===== config.mk =====
export PLATFORM = sky130hd
export DESIGN_NAME = slot_packer
export DESIGN_NICKNAME = d
export VERILOG_FILES = /design/src/rtl/slot_packer.sv
export SDC_FILE = /design/constraint.sdc
export NUM_CORES = 1
export LEC_CHECK = 0
export ABC_AREA = 1
export CELL_PAD_IN_SITES_DETAIL_PLACEMENT = 1
export CELL_PAD_IN_SITES_GLOBAL_PLACEMENT = 2
export CORE_ASPECT_RATIO = 0.8
export CORE_MARGIN = 5
export CORE_UTILIZATION = 34
export CTS_BUF_LIST = sky130_fd_sc_hd__clkbuf_8
export CTS_CLUSTER_DIAMETER = 200
export DETAILED_ROUTE_END_ITERATION = 12
export HOLD_SLACK_MARGIN = 0.03
export PLACE_DENSITY_LB_ADDON = 0.25
export SETUP_SLACK_MARGIN = 0.02
export SYNTH_ARGS = -nofsm -noshare
export SYNTH_HDL_FRONTEND = slang
export SYNTH_SLANG_ARGS = --single-unit

===== constraint.sdc =====
create_clock -name i_clk -period 4.9 [get_ports i_clk]
set_clock_uncertainty 0.05 [all_clocks]
set_input_delay 0.98 -clock i_clk [delete_from_list [all_inputs] [get_ports i_clk]]
set_output_delay 0.98 -clock i_clk [all_outputs]
set_load 0.005 [all_outputs]

===== src/rtl/slot_packer.sv =====
// Sequential M-bit to N*M-bit slot packer with valid/ready on both sides and a per-slot keep mask.
// Define SLOT_PACK_ADDR_EN to add the i_sel port for addressed (random-order) slot writes.
module slot_packer #(
  parameter int N = 8,
  parameter int M = 8,
  localparam int SW = (N > 1) ? $clog2(N) : 1
) (
  input  logic           i_clk,
  input  logic           i_rst,
  input  logic           i_valid,
  output logic           o_ready,
  input  logic [M-1:0]   i_data,
  input  logic           i_last,
  output logic           o_valid,
  input  logic           i_ready,
  output logic [N*M-1:0] o_data,
  output logic [N-1:0]   o_keep
`ifdef SLOT_PACK_ADDR_EN
  ,
  input  logic [SW-1:0]  i_sel
`endif
);

  logic [N*M-1:0] fill_data;
  logic [N-1:0]   fill_keep;
  logic [N*M-1:0] merged_data;
  logic [N-1:0]   merged_keep;
  logic [SW-1:0]  wr_idx;
  logic           wr_en;
  logic           accept;
  logic           close;
`ifndef SLOT_PACK_ADDR_EN
  logic [SW-1:0]  cnt;
`endif

  assign o_ready = ~o_valid | i_ready;
  assign accept  = i_valid & o_ready;

  // Target slot selection: running counter, or caller-supplied index with out-of-range drop.
  always_comb begin
`ifdef SLOT_PACK_ADDR_EN
    wr_idx = i_sel;
    wr_en  = (32'(i_sel) < 32'(N));
`else
    wr_idx = cnt;
    wr_en  = 1'b1;
`endif
  end

  // Fill buffer as it would look with this beat written in.
  always_comb begin
    merged_data = fill_data;
    merged_keep = fill_keep;
    if (wr_en) begin
      merged_data[wr_idx*M +: M] = i_data;
      merged_keep[wr_idx]        = 1'b1;
    end else begin
      merged_data = fill_data;
      merged_keep = fill_keep;
    end
  end

  // A beat closes the word on i_last or when it completes the last empty slot.
  always_comb begin
`ifdef SLOT_PACK_ADDR_EN
    close = accept & (i_last | (&merged_keep));
`else
    close = accept & (i_last | (cnt == SW'(N - 1)));
`endif
  end

  // Fill buffer and output register; a close and a drain in the same cycle keep o_valid high.
  always_ff @(posedge i_clk) begin
    if (i_rst) begin
      o_valid   <= 1'b0;
      o_data    <= {(N*M){1'b0}};
      o_keep    <= {N{1'b0}};
      fill_data <= {(N*M){1'b0}};
      fill_keep <= {N{1'b0}};
`ifndef SLOT_PACK_ADDR_EN
      cnt       <= {SW{1'b0}};
`endif
    end else begin
      if (close) begin
        o_data  <= merged_data;
        o_keep  <= merged_keep;
        o_valid <= 1'b1;
      end else if (o_valid & i_ready) begin
        o_valid <= 1'b0;
      end else begin
        o_valid <= o_valid;
      end

      if (close) begin
        fill_data <= {(N*M){1'b0}};
        fill_keep <= {N{1'b0}};
`ifndef SLOT_PACK_ADDR_EN
        cnt       <= {SW{1'b0}};
`endif
      end else if (accept) begin
        fill_data <= merged_data;
        fill_keep <= merged_keep;
`ifndef SLOT_PACK_ADDR_EN
        cnt       <= cnt + SW'(1);
`endif
      end else begin
        fill_data <= fill_data;
        fill_keep <= fill_keep;
      end
    end
  end

endmodule


==> results of run 1 <==
[routing by layer]
| layer | vias to the layer above | global-route usage, % | wire, um |
|---|---|---|---|
| met3 | 21 | 3.56 | 845 |
| li1 | 3200 | - | - |
| met4 | 0 | 4.91 | 262 |
| met1 | 2773 | 24.3 | 9620 |
| met5 | - | 0 | 0 |
| met2 | 94 | 26.7 | 8200 |
[worst max-delay path, stage by stage]
cell and delay, ns:
clkdlybuf4s50_1 0.47, inv_2 0.06, nand2_4 0.08, clkdlybuf4s50_1 0.52
[kinds of logic (layout without fill, tap and decap cells)]
group                      Yosys count  count (layout)  synth area share, %
adders and majority gates            5               5                0.937
DFF                                148             148                 44.4
buffers and inverters              167             240                 11.1
and+or+nand+nor                    595             595                 36.6
AOI/OAI and AO/OA                   84              84                 6.92
[metrics by stage]
stage / area, um^2 / util [%] / setup slack (ns) / cells
2_1_floorplan: 6680 / - / 2.77 / 999
3_3_place_gp: 7620 / 39.8 / 1.36 / 1299
3_5_place_dp: 7620 / 39.8 / 1.26 / 1299
4_1_cts: 8030 / 41.9 / 1.74 / 1330
5_1_grt: 8030 / 41.9 / 1.53 / 1330
6_report: 8030 / 41.9 / 1.76 / 1330
[layout make-up]
class / count / area [um^2] / share of cell area [%]
sequential: 148 / 2960 / 36.9
clock inverter: 13 / 159 / 1.98
timing repair buffer: 92 / 918 / 11.4
clock buffer: 18 / 248 / 3.09
inverter: 117 / 439 / 5.47
tap: 258 / 323 / 4.02
multi-input combinational: 684 / 2980 / 37.1
[flip-flops by register name, indices dropped and copies added, names as in the netlist]
name and count:
fill_data 64, o_data 64, fill_keep 8, o_keep 8, cnt 3, o_valid 1
[worst paths after layout]
| kind | startpoint | depth (start not counted) | endpoint |
|---|---|---|---|
| max | i_ready | 4 | o_ready |
| min reg2reg | o_data[39]$_SDFFE_PP0P_ | 2 | o_data[39]$_SDFFE_PP0P_ |
| min | o_data[39]$_SDFFE_PP0P_ | 2 | o_data[39]$_SDFFE_PP0P_ |
| max reg2reg | cnt[0]$_SDFFE_PP0P_ | 11 | o_data[11]$_SDFFE_PP0P_ |
[cell usage after synthesis]
master / instances
o21ai_1: 17
nand4_1: 27
clkinv_1: 1
buf_1: 3
nor2_4: 2
a21oi_2: 1
buf_2: 26
nand2_4: 2
nor2_2: 1
a31o_2: 2
o21ai_2: 5
inv_2: 10
ha_1: 5
clkbuf_1: 6
nor2_1: 131
nand2_1: 358
nor3_1: 2
o21bai_1: 1
buf_6: 8
inv_1: 106
o21ai_0: 32
nand3_2: 3
a31oi_1: 1
nand2_2: 3
clkbuf_2: 1
buf_4: 6
dfxtp_1: 148
nand3_1: 66
o21a_1: 3
a21oi_1: 22
[report_power, final]
part	internal, W	switching, W	leakage, nW
clock	0.000513	0.000482	0.201
sequential	0.00126	0.0000275	1.21
combinational	0.000131	0.000234	2.72
[placed cells by master (no fill, tap or decap)]
cell,instances
dfxtp_1,148
clkinvlp_4,3
nand4_1,27
a31oi_1,1
buf_12,1
nor2_4,2
ha_1,5
clkinv_1,1
o21ai_0,32
o21ai_1,17
a31o_2,2
nand3_1,66
nand3_2,3
a21oi_1,22
clkinv_2,4
nand2_4,2
o21bai_1,1
o21a_1,3
nand2_2,3
a21oi_4,1
inv_2,10
nor2_1,131
inv_6,1
clkdlybuf4s50_1,86
clkbuf_8,18
inv_1,106
nor3_1,2
buf_4,5
nand2_1,358
o21ai_2,5
nor2_2,1
bufinv_16,3
clkinv_4,2
==> results.tsv, run 1 <==
stage	metric	value	unit
worst_setup_path	end_kind	output port	
worst_hold_path	hp-class	reg2reg	
detailed_routing	drt-initial-drc-count	339	
clocking	cts_tree	built	
detailed_routing	vias	6088	
clocking	cts_resized	0	
worst_setup_path	path_class	in2out	
floorplanning	dieArea	0.0226	mm^2
yosys	yosys-top-cells-area	dfxtp_1 44%, nand2_1 20%, nor2_1 7.4%	
grt	grt_max_degree	66	
yosys	ys_ff_latch	148	
yosys	ys_types	30	
clocking	hold_buffers	0	
layout	syn_to_final_growth	20.2	%
sta	setup_violations	0	
yosys	syn_avg_cell_area	6.68	um^2
clocking	cts_setup_buffers	0	
detailed_routing	drt-vias-per-instance	4.58	
yosys	synth_cells	999	
worst_setup_path	cp.arrival	2.11	ns
sta	slew_violations	0	
pwr	power_leakage	4.12	nW
pwr	finalPower	0.00265	W
layout	finalNetCount	1078	
yosys	synth_fp_nets	1017	
clocking	cts.sinks	148	
sta	hold_viol	0	
pwr	peakVddDrop	0.148	mV
detailed_routing	wirelength	18.9	mm
layout	drive_gt1_share	6.16	%
detailed_routing	dr.pass1.iters	4	
sta	fin_tns_setup	0	ns
grt	antenna_found_initial	0	
worst_setup_path	cp.required	3.87	ns
clocking	clock_latency	0.45	ns
clocking	cts_buffer_depth	2	
yosys	synth_sequential_area_ratio	44.4	%
worst_setup_path	rrSetupSlack	1.99	ns
yosys	syn_area	0.00668	mm^2
layout	nFillCells	2508	
yosys	synth_warnings	0	
grt	grt-ovfl-total	0	
detailed_routing	wl_per_cell	14.2	um
placed_design	gp_congestion	0.723	
yosys	yosysTopAreaCell	dfxtp_1	
floorplanning	ios	87	
outcome	status	completed	
sta	min_period_over_period	64.1	%
layout	num_antenna_cells	0	
grt	grt_usage	17.2	%
yosys	yosysTopAreaCellShare	44.4	%
sta	maxSlewHeadroom	33.0	%
pwr	power.density	330	mW/mm^2
floorplanning	core_area	0.0191	mm^2
clocking	cts_htree_levels	4	
grt	grt_pass1_wl	31.4	mm
grt	grt_pass1_vias	6058	
sta	fmax	0.318	GHz
placed_design	hpwl	12.9	mm
detailed_routing	drc	0	
run	maxCapViolCount	0	
clocking	cts_root_buffer	clkbuf_8	
floorplanning	die_height	135	um
detailed_routing	antenna_left	0	
sta	tightest_slew	1.00	ns
sta	hold_ws	0.403	ns
floorplanning	rows	45	
floorplanning	initial_core_util	34.9	%
worst_setup_path	cp-start-kind	input pin	
placed_design	io_buffers	86	
sta	grt_setup_unrepaired	no	
floorplanning	fp.dieW	167	um
sta	min_period	3.14	ns
clocking	clk_pin_slew	0.08	ns
worst_setup_path	worstPathMaxFanout	3	
clocking	numCtsBuffers	17	
Note: power is estimated with default switching activity, not from simulation.
==> inputs of run 2 (changes only) <==
- CORE_UTILIZATION: 34 -> 28
- clock period: 4.9 -> 2.6 ns (I/O delays scaled with it)
==> results.tsv, run 2 (synthesized netlist as in run 1, its figures left out) <==
stage	metric	value	unit	change
layout	top_regs	fill_data: 64 flops, o_data: 64 flops		unchanged
placed_design	hpwl	14.3	mm	was 12.9 mm
layout	syn_to_final_growth	25.2	%	was 20.2%
sta	maxSlewHeadroom	67.2	%	was 33.0%
detailed_routing	vias	6314		was 6088
grt	grt_max_degree	57		was 66
clocking	cts_setup_buffers	0		unchanged
grt	grt-ovfl-total	0		unchanged
worst_setup_path	reg2reg_depth	11		unchanged
placed_design	dpl-instance-area	0.00797	mm^2	was 0.00762 mm^2
layout	finalNetCount	1106		was 1078
layout	utilization	35.6	%	was 41.9%
worst_setup_path	path_cells	buf_4, ha_1, ha_1, nor2_1, nor2_4, inv_2, nand2_2, inv_2, buf_12, nand2_1, o21ai_1		was clkdlybuf4s50_1, inv_2, nand2_4, clkdlybuf4s50_1
layout	final_cell_mix	358 x nand2_1, 148 x dfxtp_1, 131 x nor2_1		unchanged
sta	hold_ws	0.405	ns	was 0.403 ns
grt	grt_pass1_wl	33.3	mm	was 31.4 mm
worst_hold_path	holdPathStages	2		unchanged
grt	grt_pass1_vias	6365		was 6058
layout	multi_input_area	0.00298	mm^2	unchanged
worst_hold_path	min_to	o_keep[0]$_SDFFE_PP0P_		was o_data[39]$_SDFFE_PP0P_
grt	grt_usage	15.3	%	was 17.2%
worst_setup_path	worstPathMaxFanout	56		was 3
worst_setup_path	max_stage_delay	0.33	ns	was 0.52 ns
clocking	cts_buffer_depth	2		unchanged
worst_setup_path	cp.arrival	2.61	ns	was 2.11 ns
sta	min_period_over_period	87.8	%	
clocking	clk_pin_slew	0.08	ns	about the same
sta	fmax	0.438	GHz	
layout	drive_gt1_share	8.08	%	was 6.16%
worst_setup_path	rrSetupSlack	0.32	ns	was 1.99 ns
clocking	cts.sinks	148		unchanged
layout	final_common_cell	nand2_1		unchanged
detailed_routing	drt-initial-drc-count	244		was 339
floorplanning	fp.dieW	183	um	was 167 um
clocking	cts_root_buffer	clkbuf_8		unchanged
sta	hold_viol	0		unchanged
grt	antenna_found_initial	0		unchanged
floorplanning	rows	50		was 45
worst_setup_path	slowest_stage	dfxtp_1		was clkdlybuf4s50_1
pwr	peakVddDrop	0.197	mV	was 0.148 mV
floorplanning	die_height	148	um	was 135 um
pwr	power_leakage	4.29	nW	was 4.12 nW
floorplanning	ios	87		unchanged
clocking	cts_htree_levels	4		unchanged
placed_design	gp_congestion	0.735		was 0.723
clocking	hold_buffers	0		unchanged
pwr	finalPower	0.00497	W	was 0.00265 W
worst_setup_path	path_class	reg2reg		was in2out
worst_hold_path	hold_start	o_keep[0]$_SDFFE_PP0P_		was o_data[39]$_SDFFE_PP0P_
worst_setup_path	r2r-start	cnt[0]$_SDFFE_PP0P_		unchanged
detailed_routing	antenna_left	0		unchanged
layout	nFillCells	2999		was 2508
sta	slew_violations	0		unchanged
clocking	numCtsBuffers	17		unchanged
detailed_routing	wirelength	20.2	mm	was 18.9 mm
layout	num_antenna_cells	0		unchanged
sta	tightest_slew	0.490	ns	was 1.00 ns
placed_design	io_buffers	86		unchanged
layout	seq_area	0.00296	mm^2	unchanged
worst_hold_path	hp-class	reg2reg		unchanged
floorplanning	dieArea	0.0270	mm^2	was 0.0226 mm^2
layout	fin_area	0.00836	mm^2	was 0.00803 mm^2
worst_setup_path	r2r-end	o_data[38]$_SDFFE_PP0P_		was o_data[11]$_SDFFE_PP0P_
pwr	power.density	594	mW/mm^2	was 330 mW/mm^2
clocking	clock_latency	0.44	ns	was 0.45 ns
sta	setup_violations	0		unchanged
detailed_routing	wl_per_cell	14.3	um	was 14.2 um
worst_setup_path	end_kind	flop		was output port
sta	fin_tns_setup	0	ns	unchanged
worst_setup_path	cp.required	2.93	ns	was 3.87 ns
detailed_routing	drt-vias-per-instance	4.47		was 4.58
clocking	cts_resized	0		unchanged
floorplanning	core_area	0.0235	mm^2	was 0.0191 mm^2
detailed_routing	dr.pass1.iters	4		unchanged
floorplanning	initial_core_util	28.5	%	was 34.9%
outcome	status	completed		unchanged
clocking	cts_tree	built		unchanged
worst_setup_path	cp-start-kind	flop		was input pin
sta	grt_setup_unrepaired	no		unchanged
sta	min_period	2.28	ns	
run	maxCapViolCount	0		unchanged
detailed_routing	drc	0		unchanged
==> run 2: changes by cell type in the layout (fill, tap and decap cells not counted), sizes merged <==
cell | previous run | this run
buf | 6 | 34
clkinvlp | 3 | 1
clkinv | 7 | 5
clkbuf | 18 | 19
bufinv | 3 | 2
inv | 117 | 122
==> run 2: worst max-delay path: cells and delay by family (launching register included) <==
family	cells	cell delay [ns]
simple gates	4	0.54
flops	1	0.33
fa+ha+maj	2	0.40
buf+inv	4	0.79
compound gates	1	0.08
==> run 2: worst max path at each step <==
stage / startpoint / endpoint / slack, ns / cells after the start
2_1_floorplan: cnt[0]$_SDFFE_PP0P_ / o_data[0]$_SDFFE_PP0P_ / 0.59 / 9
5_1_grt: cnt[2]$_SDFFE_PP0P_ / fill_data[33]$_SDFFE_PP0P_ / 0.10 / 9
3_5_place_dp: i_ready / o_data[36]$_SDFFE_PP0P_ / 0.25 / 11
6_report: cnt[0]$_SDFFE_PP0P_ / o_data[38]$_SDFFE_PP0P_ / 0.32 / 11
3_3_place_gp: i_last / o_data[32]$_SDFFE_PP0P_ / 0.30 / 9
4_1_cts: cnt[0]$_SDFFE_PP0P_ / o_data[36]$_SDFFE_PP0P_ / 0.29 / 11
==> run 2: power breakdown <==
part | switching (W) | leakage [nW] | internal (W)
registers | 0.0000501 | 1.21 | 0.00237
clock network | 0.000905 | 0.213 | 0.000887
logic | 0.000462 | 2.87 | 0.000292
==> run 2: layout make-up <==
cell class	instances	area share (%)
clock buffers	19	3.13
flip-flops and latches	148	35.5
repair buffers	120	14.4
clock inverters	13	1.45
inverters	117	5.26
well taps	312	4.67
multi-input cells	684	35.6
==> run 2: layer usage <==
layer / vias to the layer above / share of wire [%] / global-route usage (%)
met5: - / 0 / 0
met4: 0 / 0.67 / 3.38
met3: 9 / 2.5 / 2.84
met2: 62 / 44 / 24.8
met1: 2984 / 52 / 21.3
li1: 3259 / - / -
==> run 2: metrics by stage <==
step / cells / worst slack (ns)
3_5_place_dp: 1381 / 0.251
3_3_place_gp: 1381 / 0.298
5_1_grt: 1413 / 0.102
6_report: 1413 / 0.317
4_1_cts: 1413 / 0.289
2_1_floorplan: 999 / 0.592
